==> src/rtl/ps2_pkg.sv <==
// Shared types, constants and the scan-code to HID translation for the PS/2 receiver.
package ps2_pkg;

  typedef enum logic [1:0] {
    IDLE   = 2'd0,
    DATA   = 2'd1,
    PARITY = 2'd2,
    STOP   = 2'd3
  } frame_state_t;

  // Prefix bytes of the set-2 scan code stream.
  localparam logic [7:0] PS2_EXT = 8'hE0;
  localparam logic [7:0] PS2_BRK = 8'hF0;

  // HID usage codes the game logic understands.
  localparam logic [7:0] HID_NONE  = 8'h00;
  localparam logic [7:0] HID_W     = 8'h1A;
  localparam logic [7:0] HID_A     = 8'h04;
  localparam logic [7:0] HID_S     = 8'h16;
  localparam logic [7:0] HID_D     = 8'h07;
  localparam logic [7:0] HID_SPACE = 8'h2C;
  localparam logic [7:0] HID_ENTER = 8'h28;
  localparam logic [7:0] HID_UP    = 8'h52;
  localparam logic [7:0] HID_DOWN  = 8'h51;
  localparam logic [7:0] HID_LEFT  = 8'h50;
  localparam logic [7:0] HID_RIGHT = 8'h4F;

  // Map a scan code (with its E0 flag) to HID; anything outside the subset is HID_NONE.
  function automatic logic [7:0] translate(input logic ext, input logic [7:0] code);
    logic [7:0] hid;
    hid = HID_NONE;
    if (ext) begin
      case (code)
        8'h75:   hid = HID_UP;
        8'h72:   hid = HID_DOWN;
        8'h6B:   hid = HID_LEFT;
        8'h74:   hid = HID_RIGHT;
        default: hid = HID_NONE;
      endcase
    end else begin
      case (code)
        8'h1D:   hid = HID_W;
        8'h1C:   hid = HID_A;
        8'h1B:   hid = HID_S;
        8'h23:   hid = HID_D;
        8'h29:   hid = HID_SPACE;
        8'h5A:   hid = HID_ENTER;
        default: hid = HID_NONE;
      endcase
    end
    return hid;
  endfunction

endpackage

==> src/rtl/ps2_keycode_rx_if.sv <==
// Bundle of PS/2 pins and keycode outputs. The receiver is listen-only, so
// ps2_clk/ps2_data only ever flow from the keyboard side into the slave.
// key_valid and frame_err are single-cycle strobes with no ready: the consumer
// must accept every pulse in the cycle it appears.
interface ps2_keycode_rx_if;
  import ps2_pkg::*;

  logic         ps2_clk;
  logic         ps2_data;
  logic [7:0]   keycode;
  logic         key_valid;
  logic [7:0]   scan_code;
  logic         frame_err;
  frame_state_t dbg_state;

  modport master (
    output ps2_clk, ps2_data,
    input  keycode, key_valid, scan_code, frame_err, dbg_state
  );

  modport slave (
    input  ps2_clk, ps2_data,
    output keycode, key_valid, scan_code, frame_err, dbg_state
  );

endinterface

==> src/rtl/ps2_frame_rx.sv <==
// Synchronises the PS/2 lines and deframes 11-bit frames (start, 8 data LSB first,
// odd parity, stop) into bytes, flagging parity/stop errors and mid-frame timeouts.
import ps2_pkg::*;

module ps2_frame_rx #(
  parameter int unsigned TIMEOUT_CYCLES = 10000
) (
  input  logic         Clk,
  input  logic         Reset,
  input  logic         ps2_clk,
  input  logic         ps2_data,
  output logic [7:0]   rx_byte,
  output logic         byte_done,
  output logic         frame_err,
  output logic         timeout,
  output frame_state_t state
);

  localparam int CW = $clog2(TIMEOUT_CYCLES + 1);

  logic [2:0]    clk_sync;
  logic [1:0]    data_sync;
  logic          fall;
  logic          data_bit;
  frame_state_t  state_next;
  logic [2:0]    bit_cnt;
  logic [7:0]    shift_reg;
  logic          parity_bit;
  logic [CW-1:0] to_cnt;
  logic          to_hit;
  logic          shift_en;
  logic          parity_en;
  logic          frame_ok;
  logic          frame_bad;

  // Two-flop synchronisers, idle-high; the third clock flop gives the edge detector its history.
  always_ff @(posedge Clk or negedge Reset) begin
    if (!Reset) begin
      clk_sync  <= 3'b111;
      data_sync <= 2'b11;
    end else begin
      clk_sync  <= {clk_sync[1:0], ps2_clk};
      data_sync <= {data_sync[0], ps2_data};
    end
  end

  assign fall     = !clk_sync[1] && clk_sync[2];
  assign data_bit = data_sync[1];

  // A falling edge in the terminal cycle keeps the frame alive.
  assign to_hit = (state != IDLE) && !fall && (to_cnt == CW'(TIMEOUT_CYCLES - 1));

  // Gap counter between PS/2 clock edges while a frame is in progress.
  always_ff @(posedge Clk or negedge Reset) begin
    if (!Reset) begin
      to_cnt <= '0;
    end else if (fall || to_hit || (state == IDLE)) begin
      to_cnt <= '0;
    end else begin
      to_cnt <= to_cnt + CW'(1);
    end
  end

  // Frame state register.
  always_ff @(posedge Clk or negedge Reset) begin
    if (!Reset) begin
      state <= IDLE;
    end else begin
      state <= state_next;
    end
  end

  // Frame sequencing on each sampling strobe; a timeout aborts to IDLE.
  always_comb begin
    state_next = state;
    if (to_hit) begin
      state_next = IDLE;
    end else if (fall) begin
      case (state)
        IDLE:    if (!data_bit) state_next = DATA;
        DATA:    if (bit_cnt == 3'd7) state_next = PARITY;
        PARITY:  state_next = STOP;
        STOP:    state_next = IDLE;
        default: state_next = IDLE;
      endcase
    end
  end

  // Per-state actions decoded from the current state and strobe.
  always_comb begin
    shift_en  = fall && (state == DATA);
    parity_en = fall && (state == PARITY);
    frame_ok  = fall && (state == STOP) && data_bit && (^{shift_reg, parity_bit});
    frame_bad = (fall && (state == STOP) && !frame_ok) || to_hit;
  end

  // Datapath: bit counter, shift register, parity capture and registered results.
  always_ff @(posedge Clk or negedge Reset) begin
    if (!Reset) begin
      bit_cnt    <= 3'd0;
      shift_reg  <= 8'h00;
      parity_bit <= 1'b0;
      rx_byte    <= 8'h00;
      byte_done  <= 1'b0;
      frame_err  <= 1'b0;
      timeout    <= 1'b0;
    end else begin
      if (fall && (state == IDLE)) begin
        bit_cnt <= 3'd0;
      end else if (shift_en) begin
        bit_cnt <= bit_cnt + 3'd1;
      end
      if (shift_en) begin
        shift_reg <= {data_bit, shift_reg[7:1]};
      end
      if (parity_en) begin
        parity_bit <= data_bit;
      end
      if (frame_ok) begin
        rx_byte <= shift_reg;
      end
      byte_done <= frame_ok;
      frame_err <= frame_bad;
      timeout   <= to_hit;
    end
  end

endmodule

==> src/rtl/ps2_keycode_rx.sv <==
// PS/2 keyboard to HID keycode source: deframes scan codes, tracks E0/F0 prefixes
// and publishes the currently held key from a fixed translation subset.
import ps2_pkg::*;

module ps2_keycode_rx #(
  parameter int unsigned CLK_HZ     = 50_000_000,
  parameter int unsigned TIMEOUT_US = 200
) (
  input  logic             Clk,
  input  logic             Reset,
  ps2_keycode_rx_if.slave  bus
);

  localparam int unsigned TIMEOUT_CYCLES = CLK_HZ / 1_000_000 * TIMEOUT_US;

  logic [7:0]   rx_byte;
  logic         byte_done;
  logic         frame_err;
  logic         timeout;
  frame_state_t state;
  logic         ext_pending;
  logic         brk_pending;
  logic [7:0]   keycode;
  logic         key_valid;
  logic [7:0]   code;

  ps2_frame_rx #(
    .TIMEOUT_CYCLES (TIMEOUT_CYCLES)
  ) u_frame (
    .Clk       (Clk),
    .Reset     (Reset),
    .ps2_clk   (bus.ps2_clk),
    .ps2_data  (bus.ps2_data),
    .rx_byte   (rx_byte),
    .byte_done (byte_done),
    .frame_err (frame_err),
    .timeout   (timeout),
    .state     (state)
  );

  assign code = translate(ext_pending, rx_byte);

  // Prefix tracking and held-key update; a break only releases the key that is held.
  always_ff @(posedge Clk or negedge Reset) begin
    if (!Reset) begin
      ext_pending <= 1'b0;
      brk_pending <= 1'b0;
      keycode     <= 8'h00;
      key_valid   <= 1'b0;
    end else begin
      key_valid <= 1'b0;
      if (timeout) begin
        ext_pending <= 1'b0;
        brk_pending <= 1'b0;
      end else if (byte_done) begin
        if (rx_byte == PS2_EXT) begin
          ext_pending <= 1'b1;
        end else if (rx_byte == PS2_BRK) begin
          brk_pending <= 1'b1;
        end else begin
          ext_pending <= 1'b0;
          brk_pending <= 1'b0;
          if (code != HID_NONE) begin
            if (brk_pending) begin
              if (code == keycode) begin
                keycode   <= HID_NONE;
                key_valid <= 1'b1;
              end
            end else begin
              keycode   <= code;
              key_valid <= 1'b1;
            end
          end
        end
      end
    end
  end

  assign bus.keycode   = keycode;
  assign bus.key_valid = key_valid;
  assign bus.scan_code = rx_byte;
  assign bus.frame_err = frame_err;
  assign bus.dbg_state = state;

endmodule

==> src/flat_wrapper.sv <==
// flat-port wrapper written by rule: the top's interface ports become plain ports
module ps2_keycode_rx_flat 
#(
  parameter int unsigned CLK_HZ     = 50_000_000,
  parameter int unsigned TIMEOUT_US = 200
)
  (Clk, Reset, bus_ps2_clk, bus_ps2_data, bus_keycode, bus_key_valid, bus_scan_code, bus_frame_err, bus_dbg_state);
  ps2_keycode_rx_if bus_i ();
  input  logic Clk;
  input  logic Reset;
  input wire logic [$bits(bus_i.ps2_clk)-1:0] bus_ps2_clk;
  input wire logic [$bits(bus_i.ps2_data)-1:0] bus_ps2_data;
  output wire logic [$bits(bus_i.keycode)-1:0] bus_keycode;
  output wire logic [$bits(bus_i.key_valid)-1:0] bus_key_valid;
  output wire logic [$bits(bus_i.scan_code)-1:0] bus_scan_code;
  output wire logic [$bits(bus_i.frame_err)-1:0] bus_frame_err;
  output wire logic [$bits(bus_i.dbg_state)-1:0] bus_dbg_state;
  assign bus_i.ps2_clk = bus_ps2_clk;
  assign bus_i.ps2_data = bus_ps2_data;
  assign bus_keycode = bus_i.keycode;
  assign bus_key_valid = bus_i.key_valid;
  assign bus_scan_code = bus_i.scan_code;
  assign bus_frame_err = bus_i.frame_err;
  assign bus_dbg_state = bus_i.dbg_state;
  ps2_keycode_rx #(.CLK_HZ(CLK_HZ), .TIMEOUT_US(TIMEOUT_US)) u_core (.Clk(Clk), .Reset(Reset), .bus(bus_i));
endmodule
==> config.mk <==
export PLATFORM = sky130hd
export DESIGN_NAME = ps2_keycode_rx_flat
export DESIGN_NICKNAME = d
export VERILOG_FILES = /design/src/rtl/ps2_pkg.sv /design/src/rtl/ps2_keycode_rx_if.sv /design/src/rtl/ps2_frame_rx.sv /design/src/rtl/ps2_keycode_rx.sv /design/src/flat_wrapper.sv
export SDC_FILE = /design/constraint.sdc
export NUM_CORES = 1
export LEC_CHECK = 0
export CAP_MARGIN = 20
export CORE_ASPECT_RATIO = 0.75
export CORE_MARGIN = 2
export CORE_UTILIZATION = 45
export DETAILED_ROUTE_END_ITERATION = 16
export GPL_TIMING_DRIVEN = 0
export PLACE_DENSITY_LB_ADDON = 0.1
export SYNTH_ARGS = -nofsm -noshare
export SYNTH_HDL_FRONTEND = slang
export SYNTH_SLANG_ARGS = --single-unit
==> constraint.sdc <==
create_clock -name Clk -period 4.99 [get_ports Clk]
set_clock_uncertainty 0.2 [all_clocks]
set_input_delay 0.7485 -clock Clk [delete_from_list [all_inputs] [get_ports Clk]]
set_output_delay 0.7485 -clock Clk [all_outputs]
set_load 0.01 [all_outputs]
# == Word-level counts from Yosys, hierarchy flattened ==
# Index checks and enable logic that the tools add are counted.
# totals
out_inout_bits,20
reg_bits,55
input_bits,4
wordCells,98
# classes
n_reduce_logical,27
eq_ne,23
mux,28
bitwise_logic,3
n_addsub,2
# ops
operator,count
"equality test 8 x 7 -> 1 bit, second input constant",5
one-hot mux 6 bit (6 select lines),1
one-hot mux 7 bit (4 select lines),1
"equality test 8 x 5 -> 1 bit, second input constant",3
2-to-1 mux 8 bit,3
"equality test 8 x 6 -> 1 bit, second input constant",2
"equality test 8 bit, second input constant",2
2-to-1 mux 1 bit,15
"adder 14 x 1 -> 14 bit, second input constant",1
"equality test 14 bit, second input constant",1
2-to-1 mux 14 bit,1
logical AND 1 bit,10
parity 9 bit,1
equality test 8 bit,1
2-to-1 mux 2 bit,4
one-hot mux 2 bit (4 select lines),1
nonzero test 2 bit,4
nonzero test 8 bit,1
2-to-1 mux 3 bit,2
"!= test 3 bit, second input constant",2
AND reduction 6 bit,1
"equality test 2 bit, second input constant",2
"!= test 2 bit, second input constant",2
AND reduction 2 bit,2
9 further kinds,15

# == Depth between registers and ports, before layout ==
# Gate-level depths: netlist of run 1.
# logic_depth
depth_word,11
depth_mapped,8

# == Modules after synthesis ==
# From an unflattened synthesis of run 1, not the netlist that was laid out.
# unflattened
cells_unflattened,300
area_unflattened_um2,3175.5
# modules_own_cells
module,cells_each,area_per_inst_um2,instances,seq_area_each_um2
ps2_frame_rx,163,1993.2,1,1107.3
ps2_keycode_rx,137,1182.4,1,250.2

# == Least setup slack after synthesis of run 1 ==
# Ideal clock, no wire load.
# synth_path
path_kind,register to register
from,reg u_core.u_frame.rx_byte[1]
to,reg u_core.keycode[3] (netlist: u_core.bus.keycode[3])
arrival_time_ns,2.318
synth_period_minus_slack_ns,2.647
n_path_buf,0
stages_incl_launch_ff,8
slack_ns,2.343
path_cell_list,dfrtp_1 -> or4b_1 -> nor4bb_1 -> nor2_1 -> mux2i_1 -> or4_4 -> nor3_2 -> o22ai_1
# synth_via
elab_chain_len,6
# synth_rtl
element,line_no,rtl
from (decl),ps2_frame_rx.sv:12,"output logic [7:0] rx_byte,"
from (signal assigned),ps2_frame_rx.sv:120,rx_byte <= shift_reg;
equality test 8 x 7 -> 1 bit (tied with other cells),ps2_pkg.sv:41,case (code)
one-hot mux 6 bit (6 select lines) / one-hot mux 7 bit (4 select lines) (equally long branches),"ps2_pkg.sv:41, ps2_pkg.sv:33",
2-to-1 mux 8 bit,ps2_pkg.sv:32,if (ext) begin
equality test 8 bit,ps2_keycode_rx.sv:65,if (code == keycode) begin
!= test 2 bit (no line),n/a,
AND reduction 6 bit (no line),n/a,
to (signal assigned),ps2_keycode_rx.sv:70,keycode <= code;
to (decl),ps2_keycode_rx.sv:23,logic [7:0] keycode;
# Several ways; a longest one is shown, not always the timed one.
# A chain may end at the register's enable or synchronous reset.

# == Worst setup path after layout of run 1 ==
# layout_path
from,reg u_core.u_frame.rx_byte[5]
to,reg u_core.keycode[3] (netlist: u_core.bus.keycode[3])
# The elaborated chain is that of the path after synthesis.

==> metrics.txt, run 1 <==
Initial Util=46.1%; final setup fails=0; Setup crit start=u_core.u_frame.rx_byte[5]; largest net degree at the start of global routing=35; Syn Inst Count=317; Worst Path Required=4.98 ns; I/O pin cnt=24; Slew Limit Fails=0; Net count, final=358; worst setup margin=1.98 ns; maxcap violations=0; hold slack=0.162 ns; share of cells above drive strength 1=15.8%; Die X=100 µm; GRT Residual Overflow=0; antenna cells=0; post-synth cell types=71; initial antenna violation count=0; Synth area leaders=dfrtp_1 39%, mux2_2 5.8%, dfstp_2 4.2%, xnor2_1 4.2%, nor2_1 3.2%; multi-input gate area in the final layout=1640 µm²; Avg Cell Area, Syn=9.85 µm²; Die Span Y=76.1 µm; area of the mapped netlist=3120 µm²; Cell Rows=26; DIE AREA=7630 µm²; status=finished clean; max incr delay on CP=0.57 ns; Clock Sinks=54; Slew @ Worst Pin=0.711 ns; HP Start=u_core.u_frame.clk_sync[0]; Tmin final=3.01 ns; R2R Path Start=u_core.u_frame.rx_byte[5]; clock power share=18.9%; Starting DRT DRC Count=223; Clock Pin Slew Worst Setup and Hold Paths=0.10 ns; Clk Latency, worst-skew pair=0.31 ns; Crit path max-delay family=simple AND/OR/NAND/NOR gates; crit end category=flip-flop; maximum fanout along the worst path=10; GP Congestion=0.953; # fillers=635; Tot Pwr=1.64 mW; RSZ-0062 raised after global routing=false; final hold viol count=0; period utilization=60.3%; Gates resized, CTS repair=0; #FFs+latches synth=54; WL final=7000 µm; Cell Count, Final, Fillers Out=432; clock tree from TritonCTS=done; peak supply drop=165 µV; Area Growth Syn to Fin=14.8%; DP Area=3460 µm²; vias per std cell=5.74; max frequency=0.332 GHz; leading area contributor after synthesis=dfrtp_1; dpl hpwl=5150 µm; crit-path cells=or4b_1, nor4bb_1, nor2_1, mux2i_1, or4_4, nor3_2, o22ai_1; DR WL/cell=16.2 µm; Final Cell Area=3580 µm²; Net Sw Frac=37.9%; Core Footprint=6770 µm²; Clock Tree Buf Depth=2; CP max stage cell=or4_4; dpl cells=424; Reg power frac=38.3%; internal power=1.02 mW; sum of buffers and inverters on the critical path=0; H-tree Lvls=2; Post-synth EDFFs=0; Synth top cells by count=49 x dfrtp_1, 27 x nor2_1, 24 x nand2_1; sw power=0.621 mW; Crit Path Class=reg2reg; Pwr Density=457 nW/µm²; postcts setup bufs=0; Lkg Pwr=1.49 nW; Slew Limit Headroom=52.2%; max reg flops=14; ys flop type=dfrtp_1; via count=2,481; setup TNS=0 ns; number of global-route vias before repair=2,334; CTS root buffer=clkbuf_8; first-pass GRT wire length=11,800 µm; pre-CTS WS=2.06 ns; post-synthesis sequential area ratio=43.5%; TritonCTS Buffers=5; cts hold-fix bufs=0; post-route antenna net violation count=0; yosys warns=0; syn_nets=328; drt drc=0; final core area utilization=53.0%; PortBufs=22; Hold Path Class=reg2reg; GRT Total Usage=19.2%; top cell type's share of synthesized area=39.3%; Critical Path AT=3.00 ns; crit path launch type=flip-flop; DR pass1 iterations=4; top-count cell post-synth=dfrtp_1; flip-flop and latch area=1360 µm²; Async S/R FF share, synth=100%; Gate power share=42.8%
-- worst paths after layout --
kind | end | slack [ns] | depth (start not counted)
max reg2reg | u_core.bus.keycode[3] | 1.98 | 7
min reg2reg | u_core.u_frame.clk_sync[1] | 0.16 | 0
min | u_core.u_frame.clk_sync[1] | 0.16 | 0
max in group asynchronous | u_core.u_frame.data_sync[1] | 3.80 | 2
min in group asynchronous | u_core.u_frame.rx_byte[2] | 0.19 | 1
max | u_core.bus.keycode[3] | 1.98 | 7
-- metal layers --
metal  GRT usage, %  part of all wire [%]  up-vias
li1               -                     -     1202
met3           3.94                   6.7        6
met4           4.93                  0.89        0
met2           25.2                    40       89
met5              0                     0        -
met1           31.5                    52     1184
-- cells by family after synthesis --
kind of cell             after synthesis  synth area share, %
AO/OA/AOI/OAI                         69                 15.0
XOR/XNOR                              22                 6.17
adder cells (fa/ha/maj)                7                 2.81
buffers and inverters                 28                 3.97
flip-flops                            54                 43.5
multiplexers                          18                 6.41
other                                  1                0.120
AND/OR/NAND/NOR                      118                 22.0
-- power groups by stage --
| stage | Combinational, mW | Clock, mW | Sequential, mW |
|---|---|---|---|
| after floorplan | 0.502 | 0 | 0.619 |
| after global placement | 0.686 | 0 | 0.632 |
| after detailed placement | 0.692 | 0 | 0.636 |
| after CTS | 0.696 | 0.320 | 0.627 |
| after global routing | 0.766 | 0.331 | 0.642 |
| final | 0.701 | 0.309 | 0.627 |
-- worst reg2reg max path, cell delays in order (launching register included) --
cell      delay (ns)
dfrtp_1         0.54
or4b_1          0.52
nor4bb_1        0.47
nor2_1          0.14
mux2i_1         0.14
or4_4           0.57
nor3_2          0.22
o22ai_1         0.10
-- area by class of cell --
class	count	area share, %
Timing Repair Buffer	23	6.56
Multi-Input combinational cell	235	45.8
Buffer	15	2.09
Sequential cell	54	37.9
Inverter	13	1.36
Clock buffer	6	2.30
Clock inverter	2	1.08
Tap cell	84	2.93
-- placed cells by master, fill, tap and decap left out, types with 3 or more instances in the layout --
cell type,instances
inv_1,12
o21a_1,3
nand3_1,8
nand4_1,4
nor2b_1,7
clkdlybuf4s50_1,21
nand2b_1,5
nand2_1,24
dfstp_2,5
and3_1,5
xnor2_1,15
clkbuf_8,6
buf_2,7
nand3b_1,4
nor2_1,27
o21ai_0,15
nor3_1,5
mux2_2,16
xor2_1,7
a2111oi_0,3
ha_1,7
o21ai_1,3
a31oi_1,5
a21oi_1,10
dfrtp_1,49
nor4_1,4
clkbuf_1,6
a22oi_1,3
o22ai_1,3
(Power assumes the default switching activity.)
==> run 2, diff against run 1 <==
- clock period: 4.99 -> 3 ns (I/O delays scaled with it)
==> run 2 against run 1 <==
- global-route usage unchanged
- setup slack worse by 1.8 ns
- clock-buffer cell count did not move
- critical path depth stayed put
- fmax grew 5.6%
- hold slack hardly changed
- design area increased by 0.84%
- sequential cell count is the same
- sequential share of layout area fell by 0.28 points
- routed wire length rose by 0.23%
- register-to-register slack got worse by 1.8 ns
- core utilization increased by 0.44 points
==> metrics.txt, run 2 (synthesized netlist as in run 1, its figures left out) <==
dpl hpwl=5150 µm; Die X=100 µm; Cell Rows=26; Clock Tree Buf Depth=2; Clk Latency, worst-skew pair=0.31 ns; Net count, final=359; I/O pin cnt=24; maximum fanout along the worst path=6; period utilization=95.0%; peak supply drop=278 µV; Worst Path Required=2.99 ns; Area Growth Syn to Fin=15.8%; Critical Path AT=2.84 ns; Starting DRT DRC Count=191; PortBufs=22; most frequent cells in the layout=48 x dfrtp_1, 27 x nor2_1, 24 x nand2_1, 21 x clkdlybuf4s50_1, 16 x mux2_2; GRT Total Usage=19.2%; pre-CTS WS=0.0687 ns; drt drc=0; crit-path cells=or4b_1, nor4bb_2, nor2_1, mux2i_1, or4_4, nor3_2, o22ai_1; most common cell after layout, fill and taps aside=dfrtp_1; worst setup margin=0.151 ns; Tmin final=2.85 ns; Pwr Density=756 nW/µm²; DR pass1 iterations=5; # fillers=631; DR WL/cell=16.2 µm; Clock Sinks=54; Core Footprint=6770 µm²; GP Congestion=0.953; number of global-route vias before repair=2,334; postcts setup bufs=0; status=finished clean; DP Area=3460 µm²; Clock Pin Slew Worst Setup and Hold Paths=0.10 ns; first-pass GRT wire length=11,800 µm; final setup fails=0; via count=2,489; max reg flops=14; RSZ-0062 raised after global routing=false; antenna cells=0; crit path launch type=flip-flop; Final Cell Area=3610 µm²; max frequency=0.351 GHz; maxcap violations=0; Lkg Pwr=1.50 nW; H-tree Lvls=2; Slew Limit Fails=0; clock tree from TritonCTS=done; CTS root buffer=clkbuf_8; Die Span Y=76.1 µm; initial antenna violation count=0; max incr delay on CP=0.59 ns; Crit Path Class=reg2reg; flip-flop and latch area=1360 µm²; final hold viol count=0; Slew Limit Headroom=60.7%; post-route antenna net violation count=0; GRT Residual Overflow=0; share of cells above drive strength 1=17.2%; Tot Pwr=2.73 mW; crit end category=flip-flop; Initial Util=46.1%; multi-input gate area in the final layout=1660 µm²; path depth of the worst reg2reg path=7; Slew @ Worst Pin=0.582 ns; WL final=7020 µm; Hold Path Class=reg2reg; vias per std cell=5.75; CP max stage cell=or4b_1; DIE AREA=7630 µm²; TritonCTS Buffers=5; Hold Path Stages=0; largest net degree at the start of global routing=35
[run 2: changes by cell type in the layout (fill, tap and decap cells not counted), sizes merged]
cell / change
dlygate4sd3: +1
[run 2: per-stage QoR]
step	utilization, %	setup TNS (ns)	hold WS, ns	cells
after floorplan	-	0	-0.0456	317
after global placement	50.9	-19.09	0.146	423
after detailed placement	51.2	0	0.148	424
after CTS	53.1	0	0.164	433
after global routing	53.4	0	0.164	433
final	53.4	0	0.162	433
[run 2: path summary, 6_finish.rpt]
kind,to,slack [ns],from
worst max-delay path,u_core.bus.keycode[3],0.15,u_core.u_frame.rx_byte[1]
worst min-delay path,u_core.u_frame.clk_sync[1],0.16,u_core.u_frame.clk_sync[0]
worst max register to register,u_core.bus.keycode[3],0.15,u_core.u_frame.rx_byte[1]
worst min register to register,u_core.u_frame.clk_sync[1],0.16,u_core.u_frame.clk_sync[0]
max in group asynchronous,u_core.u_frame.data_sync[1],1.58,Reset
min in group asynchronous,u_core.u_frame.byte_done,0.43,Reset
[run 2: where the power goes]
part           leakage, nW  switching [mW]  internal [mW]
logic                0.732           0.629          0.544
registers            0.708           0.169          0.876
clock network       0.0618           0.240          0.275
[run 2: area by class of cell]
class,count,area share (%)
inverters,13,1.35
clock inverters,2,1.07
well taps,84,2.91
multi-input cells,235,45.9
flip-flops and latches,54,37.6
clock buffers,6,2.29
plain buffers,15,2.11
repair buffers,24,6.79
[run 2: layer usage]
| metal | GRT usage, % | vias to the layer above | routed length (µm) |
|---|---|---|---|
| li1 | - | 1200 | - |
| met1 | 31.5 | 1186 | 3600 |
| met2 | 25.2 | 99 | 2810 |
| met3 | 3.94 | 4 | 560 |
| met4 | 4.93 | 0 | 42 |
| met5 | 0 | - | 0 |
[run 2: worst max-delay path: cells and delay by family, from the launching register on]
| family | cells | cell delay (ns) |
|---|---|---|
| and+or+nand+nor | 5 | 1.89 |
| DFF | 1 | 0.43 |
| AOI/OAI and AO/OA | 1 | 0.10 |
| muxes | 1 | 0.13 |
[run 2: repair_timing]
item | CTS | global route
hold buffers | 1 | 0
endpoints found under the setup margin | 0 | 8
gates resized for setup | 0 | 6
hold endpoints to repair | 20 | 0
